[config.mk]
export PLATFORM = sky130hd
export DESIGN_NAME = pkt_tx
export DESIGN_NICKNAME = d
export VERILOG_FILES = /design/src/rtl/pkt_tx.sv
export SDC_FILE = /design/constraint.sdc
export NUM_CORES = 1
export LEC_CHECK = 0
export ABC_AREA = 1
export CAP_MARGIN = 40
export CORE_MARGIN = 1
export CORE_UTILIZATION = 41
export DETAILED_ROUTE_END_ITERATION = 8
export GPL_TIMING_DRIVEN = 0
export SLEW_MARGIN = 40
export SYNTH_ARGS = -nofsm -noshare
export SYNTH_HDL_FRONTEND = slang
export SYNTH_SLANG_ARGS = --single-unit
[constraint.sdc]
create_clock -name CLK -period 4.4 [get_ports CLK]
set_input_delay 1.1 -clock CLK [delete_from_list [all_inputs] [get_ports CLK]]
set_output_delay 1.1 -clock CLK [all_outputs]
set_load 0.005 [all_outputs]
[src/rtl/pkt_tx.sv]
// pkt_tx: byte-stream frame transmitter with 8b/10b-style control characters.
// A frame is /S/, a 6-byte 0x55 preamble, 0xD5 SFD, the payload (optionally
// padded), a reflected CRC-32 (LSB byte first), /T/ and one or two /R/.
// Idle alternates K28.5 / D16.2 on a free-running parity bit.
// Optional feature macro: PKT_TX_PAD_EN -- when defined, frames shorter than
// MIN_COUNT are zero-padded; when undefined, short frames are sent unpadded.
module pkt_tx #(
  parameter int MAX_COUNT = 896,
  parameter int MIN_COUNT = 60
) (
  input  logic       CLK,
  input  logic       RST,
  input  logic [7:0] TXD_IN,
  input  logic       TXVALID,
  input  logic       LAST,
  output logic       TXRDY,
  output logic [7:0] TXD,
  output logic       TXK,
  output logic       ERR,
  output logic       BUSY,
  output logic [3:0] STATE
);

  typedef enum logic [3:0] {
    S_IDLE  = 4'd0,
    S_START = 4'd1,
    S_PRE   = 4'd2,
    S_SFD   = 4'd3,
    S_PAY   = 4'd4,
    S_PAD   = 4'd5,
    S_CRC   = 4'd6,
    S_EOPT  = 4'd7,
    S_EXTR  = 4'd8,
    S_FLUSH = 4'd9
  } state_t;

  localparam logic [7:0]  K_IDLE   = 8'hBC;  // K28.5
  localparam logic [7:0]  D_IDLE   = 8'h50;  // D16.2
  localparam logic [7:0]  K_START  = 8'hFB;  // K27.7 /S/
  localparam logic [7:0]  B_PRE    = 8'h55;
  localparam logic [7:0]  B_SFD    = 8'hD5;
  localparam logic [7:0]  B_PAD    = 8'h00;
  localparam logic [7:0]  K_TERM   = 8'hFD;  // K29.7 /T/
  localparam logic [7:0]  K_CARR   = 8'hF7;  // K23.7 /R/
  localparam logic [7:0]  K_VIOL   = 8'hFE;  // K30.7 /V/
  localparam logic [31:0] CRC_INIT = 32'hFFFF_FFFF;
  localparam logic [10:0] C_MAX    = 11'(MAX_COUNT);
  localparam logic [10:0] C_MIN    = 11'(MIN_COUNT);

  // One byte step of the reflected CRC-32 (poly 0x04C11DB7 reversed = 0xEDB88320).
  function automatic logic [31:0] crc32_byte(input logic [31:0] crc, input logic [7:0] data);
    logic [31:0] c;
    c = crc ^ {24'h000000, data};
    for (int i = 0; i < 8; i++) begin
      c = c[0] ? ((c >> 1) ^ 32'hEDB8_8320) : (c >> 1);
    end
    return c;
  endfunction

  // Registered state
  state_t      r_state;
  logic        r_par;
  logic [7:0]  r_txd;
  logic        r_txk;
  logic        r_err;
  logic [10:0] r_count;
  logic [31:0] r_crc;
  logic [2:0]  r_cnt;        // preamble / CRC byte index
  logic        r_last_seen;  // LAST accepted, last byte currently on the line

  // Next-cycle values
  state_t      w_nxt;
  logic        w_par_nxt;
  logic [7:0]  w_txd_nxt;
  logic        w_txk_nxt;
  logic        w_viol;
  logic [10:0] w_count_nxt;
  logic [31:0] w_crc_nxt;
  logic [31:0] w_crc_out;
  logic [2:0]  w_cnt_nxt;
  logic        w_last_nxt;
  logic        w_rdy;
  logic        w_acc;

  assign w_par_nxt = ~r_par;
  assign w_acc     = TXVALID & w_rdy;
  assign w_crc_out = ~w_crc_nxt;

  // Ready decode: bytes are taken in Sfd, in Payload until LAST is in, and in Flush.
  always_comb begin
    w_rdy = 1'b0;
    case (r_state)
      S_SFD:   w_rdy = 1'b1;
      S_PAY:   w_rdy = ~r_last_seen;
      S_FLUSH: w_rdy = 1'b1;
      default: w_rdy = 1'b0;
    endcase
  end

  // Next-state, counter and CRC update logic.
  always_comb begin
    w_nxt       = r_state;
    w_count_nxt = r_count;
    w_crc_nxt   = r_crc;
    w_cnt_nxt   = r_cnt;
    w_last_nxt  = r_last_seen;
    w_viol      = 1'b0;
    case (r_state)
      S_IDLE: begin
        // Only launch from an odd cycle so that /S/ lands on even parity.
        if (TXVALID && r_par) begin
          w_nxt = S_START;
        end else begin
          w_nxt = S_IDLE;
        end
      end
      S_START: begin
        w_nxt       = S_PRE;
        w_cnt_nxt   = 3'd0;
        w_count_nxt = 11'd0;
        w_crc_nxt   = CRC_INIT;
        w_last_nxt  = 1'b0;
      end
      S_PRE: begin
        if (r_cnt == 3'd5) begin
          w_nxt = S_SFD;
        end else begin
          w_cnt_nxt = r_cnt + 3'd1;
        end
      end
      S_SFD, S_PAY: begin
        if (r_last_seen) begin
          // Last payload byte is on the line now; choose pad or CRC.
          w_last_nxt = 1'b0;
`ifdef PKT_TX_PAD_EN
          if (r_count < C_MIN) begin
            w_nxt       = S_PAD;
            w_count_nxt = r_count + 11'd1;
            w_crc_nxt   = crc32_byte(r_crc, B_PAD);
          end else begin
            w_nxt     = S_CRC;
            w_cnt_nxt = 3'd0;
          end
`else
          w_nxt     = S_CRC;
          w_cnt_nxt = 3'd0;
`endif
        end else if (w_acc) begin
          if (!LAST && (r_count == C_MAX)) begin
            // Overflow: the extra byte is replaced by /V/.
            w_nxt  = S_FLUSH;
            w_viol = 1'b1;
          end else begin
            w_nxt       = S_PAY;
            w_count_nxt = r_count + 11'd1;
            w_crc_nxt   = crc32_byte(r_crc, TXD_IN);
            w_last_nxt  = LAST;
          end
        end else begin
          // Underrun: source ran dry before LAST.
          w_nxt  = S_FLUSH;
          w_viol = 1'b1;
        end
      end
      S_PAD: begin
        if (r_count < C_MIN) begin
          w_nxt       = S_PAD;
          w_count_nxt = r_count + 11'd1;
          w_crc_nxt   = crc32_byte(r_crc, B_PAD);
        end else begin
          w_nxt     = S_CRC;
          w_cnt_nxt = 3'd0;
        end
      end
      S_CRC: begin
        if (r_cnt == 3'd3) begin
          w_nxt = S_EOPT;
        end else begin
          w_cnt_nxt = r_cnt + 3'd1;
        end
      end
      S_EOPT: begin
        w_nxt = S_EXTR;
      end
      S_EXTR: begin
        // A /R/ on even parity needs a second one so idle restarts on even.
        if (!r_par) begin
          w_nxt = S_EXTR;
        end else begin
          w_nxt = S_IDLE;
        end
      end
      S_FLUSH: begin
        if (w_acc && LAST) begin
          w_nxt = S_EOPT;
        end else begin
          w_nxt = S_FLUSH;
        end
      end
      default: begin
        w_nxt = S_IDLE;
      end
    endcase
  end

  // Line symbol for the upcoming state, registered alongside it.
  always_comb begin
    w_txd_nxt = K_IDLE;
    w_txk_nxt = 1'b1;
    case (w_nxt)
      S_IDLE: begin
        if (w_par_nxt) begin
          w_txd_nxt = D_IDLE;
          w_txk_nxt = 1'b0;
        end else begin
          w_txd_nxt = K_IDLE;
          w_txk_nxt = 1'b1;
        end
      end
      S_START: begin
        w_txd_nxt = K_START;
        w_txk_nxt = 1'b1;
      end
      S_PRE: begin
        w_txd_nxt = B_PRE;
        w_txk_nxt = 1'b0;
      end
      S_SFD: begin
        w_txd_nxt = B_SFD;
        w_txk_nxt = 1'b0;
      end
      S_PAY: begin
        w_txd_nxt = TXD_IN;
        w_txk_nxt = 1'b0;
      end
      S_PAD: begin
        w_txd_nxt = B_PAD;
        w_txk_nxt = 1'b0;
      end
      S_CRC: begin
        w_txk_nxt = 1'b0;
        case (w_cnt_nxt[1:0])
          2'd0:    w_txd_nxt = w_crc_out[7:0];
          2'd1:    w_txd_nxt = w_crc_out[15:8];
          2'd2:    w_txd_nxt = w_crc_out[23:16];
          2'd3:    w_txd_nxt = w_crc_out[31:24];
          default: w_txd_nxt = w_crc_out[7:0];
        endcase
      end
      S_EOPT: begin
        w_txd_nxt = K_TERM;
        w_txk_nxt = 1'b1;
      end
      S_EXTR: begin
        w_txd_nxt = K_CARR;
        w_txk_nxt = 1'b1;
      end
      S_FLUSH: begin
        w_txk_nxt = 1'b1;
        if (w_viol) begin
          w_txd_nxt = K_VIOL;
        end else begin
          w_txd_nxt = K_CARR;
        end
      end
      default: begin
        w_txd_nxt = K_IDLE;
        w_txk_nxt = 1'b1;
      end
    endcase
  end

  // State, parity, line outputs and frame bookkeeping registers.
  always_ff @(posedge CLK) begin
    if (RST) begin
      r_state     <= S_IDLE;
      r_par       <= 1'b0;
      r_txd       <= K_IDLE;
      r_txk       <= 1'b1;
      r_err       <= 1'b0;
      r_count     <= 11'd0;
      r_crc       <= CRC_INIT;
      r_cnt       <= 3'd0;
      r_last_seen <= 1'b0;
    end else begin
      r_state     <= w_nxt;
      r_par       <= w_par_nxt;
      r_txd       <= w_txd_nxt;
      r_txk       <= w_txk_nxt;
      r_err       <= w_viol;
      r_count     <= w_count_nxt;
      r_crc       <= w_crc_nxt;
      r_cnt       <= w_cnt_nxt;
      r_last_seen <= w_last_nxt;
    end
  end

  assign TXRDY = w_rdy;
  assign TXD   = r_txd;
  assign TXK   = r_txk;
  assign ERR   = r_err;
  assign BUSY  = (r_state != S_IDLE);
  assign STATE = r_state;

endmodule

Word level (Yosys, flattened, before mapping)
Cells that the tools add are included.
{"block": "word_totals", "out_inout_bits": 16, "n_memories": 0, "regBits": 62, "word_cells": 138, "input_bits": 12, "ramBits": 0, "rom_bits": 0, "latchBits": 0}
{"block": "op_classes", "div": 0, "n_mul": 0, "shift": 0, "bitwise": 21, "magnitude_cmp": 1, "add_sub_neg": 2, "n_reduce_logical": 16, "muxes": 56, "eq_ne": 32}
{"operator": "$mux W32", "count": 20}
{"operator": "$not A13 Y14", "count": 16}
{"operator": "$pmux W32 S3", "count": 1}
{"operator": "$pmux W8 S10", "count": 1}
{"operator": "$mux W11", "count": 4}
{"operator": "$pmux W4 S9", "count": 1}
{"operator": "$pmux W11 S3", "count": 1}
{"operator": "$eq A4 B3 Y1 const B", "count": 8}
{"operator": "$mux W4", "count": 8}
{"operator": "$not A32 Y32", "count": 1}
{"operator": "$pmux W8 S4", "count": 1}
{"operator": "$xor A32 B8 Y32", "count": 1}
{"operator": "$eq A4 B2 Y1 const B", "count": 4}
{"operator": "$eq A4 B4 Y1 const B", "count": 4}
{"operator": "$ne A2 B2 Y1 const B", "count": 8}
{"operator": "$pmux W3 S5", "count": 1}
{"operator": "$mux W3", "count": 4}
{"operator": "$add A11 B1 Y11 const B", "count": 1}
{"operator": "$eq A11 B10 Y1 const B", "count": 1}
{"operator": "$lt A11 B6 Y1 const B", "count": 1}
{"operator": "$reduce_and A5 Y1", "count": 2}
{"operator": "$mux W1", "count": 9}
{"operator": "$eq A4 B1 Y1 const B", "count": 2}
{"operator": "$logic_not A4 Y1", "count": 2}
{"operator": "other kinds (19)", "count": 26}

Longest topological paths before layout
{"block": "logic_depth", "ltp_word": 24, "ltp_mapped": 18}

Worst setup path before layout
OpenSTA, ideal clock, no wires.
{"block": "synth_timing", "path_type": "input-to-reg", "start": "input port TXD_IN[1]", "end": "register r_txd[5], in the netlist TXD[5]", "slack_ns": 1.870, "arrival_time_ns": 2.413, "path_stages": 17, "path_cell_list": "inv_1 nand2_1 nand2_1 nand2_1 nand2_2 inv_1 or2_1 nand2_1 nand2_1 nand3b_1 nand2_1 nand2_1 nand2_1 nand2_1 nand3_1 nand2_1 nand2_1"}
{"block": "synth_via", "elab_chain_len": 20}
{"element": "start: declaration", "line_no": "13", "rtl": "input logic [7:0] TXD_IN,"}
{"element": "$xor A32 B8 Y32 (*)", "line_no": "53", "rtl": "c = crc ^ {24'h000000, data};"}
{"element": "$mux W32 (*) (2 in series)", "line_no": "55", "rtl": "c = c[0] ? ((c >> 1) ^ 32'hEDB8_8320) : (c >> 1);"}
{"element": "$not A13 Y14 (no line)"}
{"element": "$mux W32 (*) (2 in series)", "line_no": "55"}
{"element": "$not A13 Y14 (no line)"}
{"element": "$mux W32 (*)", "line_no": "55"}
{"element": "$not A13 Y14 (no line)"}
{"element": "$mux W32 (*) (2 in series)", "line_no": "55"}
{"element": "$not A13 Y14 (no line)"}
{"element": "$mux W32 (*)", "line_no": "55"}
{"element": "$mux W32 (*)", "line_no": "149", "rtl": "if (!LAST && (r_count == C_MAX)) begin"}
{"element": "$mux W32 (*)", "line_no": "148", "rtl": "end else if (w_acc) begin"}
{"element": "$mux W32 (*)", "line_no": "132", "rtl": "if (r_last_seen) begin"}
{"element": "$pmux W32 S3 (*)", "line_no": "108", "rtl": "case (r_state)"}
{"element": "$not A32 Y32 (*)", "line_no": "87", "rtl": "assign w_crc_out = ~w_crc_nxt;"}
{"element": "$pmux W8 S4 (*)", "line_no": "242", "rtl": "case (w_cnt_nxt[1:0])"}
{"element": "$pmux W8 S10 (*)", "line_no": "210", "rtl": "case (w_nxt)"}
{"element": "end signal: assignment", "line_no": "288", "rtl": "r_txd <= w_txd_nxt;"}
{"element": "end: declaration", "line_no": "63", "rtl": "logic [7:0] r_txd;"}
Mark *: on every way between the ends. The rest lies on a longest branch, timed or not.
A chain may end at the register's enable or synchronous reset.

Worst setup path after layout
{"block": "layout_timing", "start": "input port LAST", "end": "register r_txd[3], in the netlist TXD[3]"}
{"block": "layout_via", "elab_chain_len": 9, "elab_cells_between_ends": 30}
{"element": "start: declaration", "line_no": "15", "rtl": "input logic LAST,"}
{"element": "$logic_not A1 Y1", "line_no": "149"}
{"element": "$logic_and A1 B1 Y1", "line_no": "149"}
{"element": "$mux W32", "line_no": "149"}
{"element": "$mux W32", "line_no": "148"}
{"element": "$mux W32", "line_no": "132"}
{"element": "$pmux W32 S3", "line_no": "108"}
{"element": "$not A32 Y32", "line_no": "87"}
{"element": "$pmux W8 S4", "line_no": "242"}
{"element": "$pmux W8 S10 (*)", "line_no": "210"}
Marks and branches as above.

==> flow_summary.json <==
{
  "path_cells": "clkdlybuf4s50_1 > inv_1 > nand2_1 > nor2_1 > nand3_1 > nand4_1 > nand2_1 > inv_1 > nand2_1 > nand3_1 > nand2_1 > o21ai_0 > nand3_1 > nand2_1 > nand2_1",
  "syn_inst": 973,
  "synth_top_area_cell": "nand2_1",
  "finalSetupTns_ns": 0,
  "dpl_cell_area_sq_mm": 0.00620,
  "min_period_ns": 3.48,
  "worst_setup_path_start_kind": "input pin",
  "r2r-end": "TXD[0]",
  "p_total_mw": 1.93,
  "stdcell_count": 1192,
  "clk_latency_ns": 0.35,
  "grt_pass1_wl_um": 33100,
  "p_leak_nw": 3.19,
  "avgSynthCellArea_sq_um": 5.87,
  "drtPass1Iterations": 7,
  "wl_met2_um": 9330,
  "grt_overflow": 0,
  "maxSlewHeadroom": 0.463,
  "fillers": 1408,
  "tightest_slew_ns": 0.805,
  "netlist.area_leader.share": 0.233,
  "die-area_sq_mm": 0.0144,
  "fp.dieW_um": 120,
  "ios": 28,
  "dp_slack_ns": 0.659,
  "cts_buffers": 9,
  "cts.sinks": 62,
  "multi_input_area_sq_mm": 0.00393,
  "synth_edf_count": 0,
  "fin_hold_ws_ns": 0.487,
  "drt-vias-per-instance": 5.49,
  "top_layer": "met4",
  "hold_viol": 0,
  "grt_pass1_vias": 5790,
  "ys.flop_type": "dfxtp_1",
  "hp-class": "reg2reg",
  "endpoint_kind": "flip-flop",
  "cts_setup_buffers": 0,
  "drt-total-wl_um": 22000,
  "r2r_start": "STATE[3]",
  "io_buffers": 27,
  "antenna_found_initial": 0,
  "cp-startpoint": "LAST",
  "cp_max_fo": 7,
  "grt.total_usage": 0.314,
  "reg2reg_depth": 13,
  "cts-root-buf": "clkbuf_16",
  "critPathRequiredTime_ns": 4.63,
  "grt_start_max_net_pins": 13,
  "finalNetCount": 1029,
  "wl_per_cell_um": 18.5,
  "drtIter0Drc": 676,
  "outcome": "finished, final reports clean",
  "max_freq_mhz": 288,
  "crit_top_cell": "nand2_1",
  "drive_gt1_frac": 0.0778,
  "clk_pin_slew_ns": 0.06,
  "n_antenna_cell": 0,
  "finClkSkew_ns": 0.0129,
  "area_delta_synth_final_pct": 14.4,
  "place_congestion": 0.966,
  "yosys_warnings": 0,
  "rsz0062_at_grt": "no",
  "postCtsHoldBufs": 0,
  "peakVddDrop_mv": 0.314,
  "htreeDepth": 3,
  "cts_tree": "yes",
  "crit_type": "in2reg",
  "seq_area_sq_mm": 0.00124,
  "drc": 0,
  "syn_area_sq_mm": 0.00571,
  "fin_area_sq_mm": 0.00654,
  "vias": 6548,
  "regToRegSetupSlack_ns": 1.62,
  "core.rowCount": 42,
  "synthTopCellsByArea": "nand2_1, dfxtp_1, xor2_1",
  "ys_seq_elements": 62,
  "cts_buffer_depth": 2,
  "setup_viol": 0,
  "final_cell_mix": "nand2_1, inv_1, nor2_1, nand3_1, dfxtp_1",
  "core-area_sq_mm": 0.0134,
  "synth_cell_types": 42,
  "cts_resized": 0,
  "synth_nets": 991,
  "slew_violations": 0,
  "dp_cells": 1176,
  "ant_nets": 0,
  "initial_core_util": 0.426,
  "cp_slowest_cell": "clkdlybuf4s50_1",
  "crit_end": "TXD[3]",
  "die_h_um": 120,
  "power_density_mw_per_mm2": 296,
  "crit_arrival_ns": 3.70,
  "drt-met1-wl_um": 9320,
  "maxCapViolCount": 0,
  "final_common_cell": "nand2_1",
  "layout_setup_ws_ns": 0.925,
  "ys_seq_area_frac": 0.217,
  "slowest_delay_ns": 0.51,
  "utilization": 0.488,
  "finalCritPeriodShare": 0.790,
  "route.met3.wl_um": 2330,
  "dp_hpwl_um": 16500,
  "synthArstFlopShare": 0
}
[worst max-delay path, delay by kind of cell]
family | cells | cell delay, ns
compound gates | 1 | 0.17
buf+inv | 3 | 0.78
simple gates | 11 | 1.66
[report_power, final]
group	total [mW]	internal, mW	switching (mW)
clock network	0.816	0.515	0.301
registers	0.601	0.584	0.0173
logic	0.516	0.167	0.349
[logic make-up after synthesis]
kind of cell | count (synthesis) | share of synthesized area
AO/OA/AOI/OAI | 109 | 0.104
XOR/XNOR | 78 | 0.120
adder cells (fa/ha/maj) | 6 | 0.0131
buffers and inverters | 134 | 0.0951
flip-flops | 62 | 0.217
AND/OR/NAND/NOR | 584 | 0.451
[routing by layer]
metal | up-vias | GRT usage
li1 | 3179 | -
met1 | 2958 | 0.412
met4 | 0 | 0.163
met5 | - | 0
met2 | 348 | 0.467
met3 | 63 | 0.0822
[final cells by class]
| cell class | count | area share |
|---|---|---|
| multi-input combinational | 777 | 0.601 |
| tap | 176 | 0.0337 |
| clock buffer | 10 | 0.0366 |
| buffer | 25 | 0.0205 |
| clock inverter | 6 | 0.0144 |
| sequential | 62 | 0.190 |
| timing repair buffer | 27 | 0.0414 |
| inverter | 109 | 0.0626 |
[cell usage after synthesis, types with 5 or more instances]
| master | number |
|---|---|
| nand2_1 | 354 |
| inv_1 | 101 |
| nor2_1 | 71 |
| nand3_1 | 70 |
| dfxtp_1 | 62 |
| xor2_1 | 54 |
| a21oi_1 | 40 |
| o21ai_0 | 39 |
| xnor2_1 | 24 |
| nand4_1 | 17 |
| nor3_1 | 16 |
| buf_2 | 10 |
| or2_2 | 10 |
| clkbuf_1 | 9 |
| nand2_2 | 9 |
| o21ai_1 | 9 |
| inv_2 | 8 |
| nor2_2 | 8 |
| ha_1 | 6 |
| a211oi_1 | 5 |
| a31oi_1 | 5 |
| nand3b_1 | 5 |
[sequential cells by signal (all words and copies together), names as in the netlist]
name,count
r_last_seen,1
TXK,1
ERR,1
STATE,4
r_crc,32
r_count,11
r_par,1
TXD,8
r_cnt,3
[how the worst min path moves through the flow]
stage	startpoint	to	slack, ns	depth (start not counted)
2_1_floorplan	r_par	r_par	0.43	1
3_3_place_gp	r_par	r_par	0.46	1
3_5_place_dp	r_par	r_par	0.47	1
4_1_cts	r_par	r_par	0.48	1
5_1_grt	r_par	r_par	0.50	1
6_report	r_par	r_par	0.49	1
Note: power is estimated with default switching activity, not from simulation.
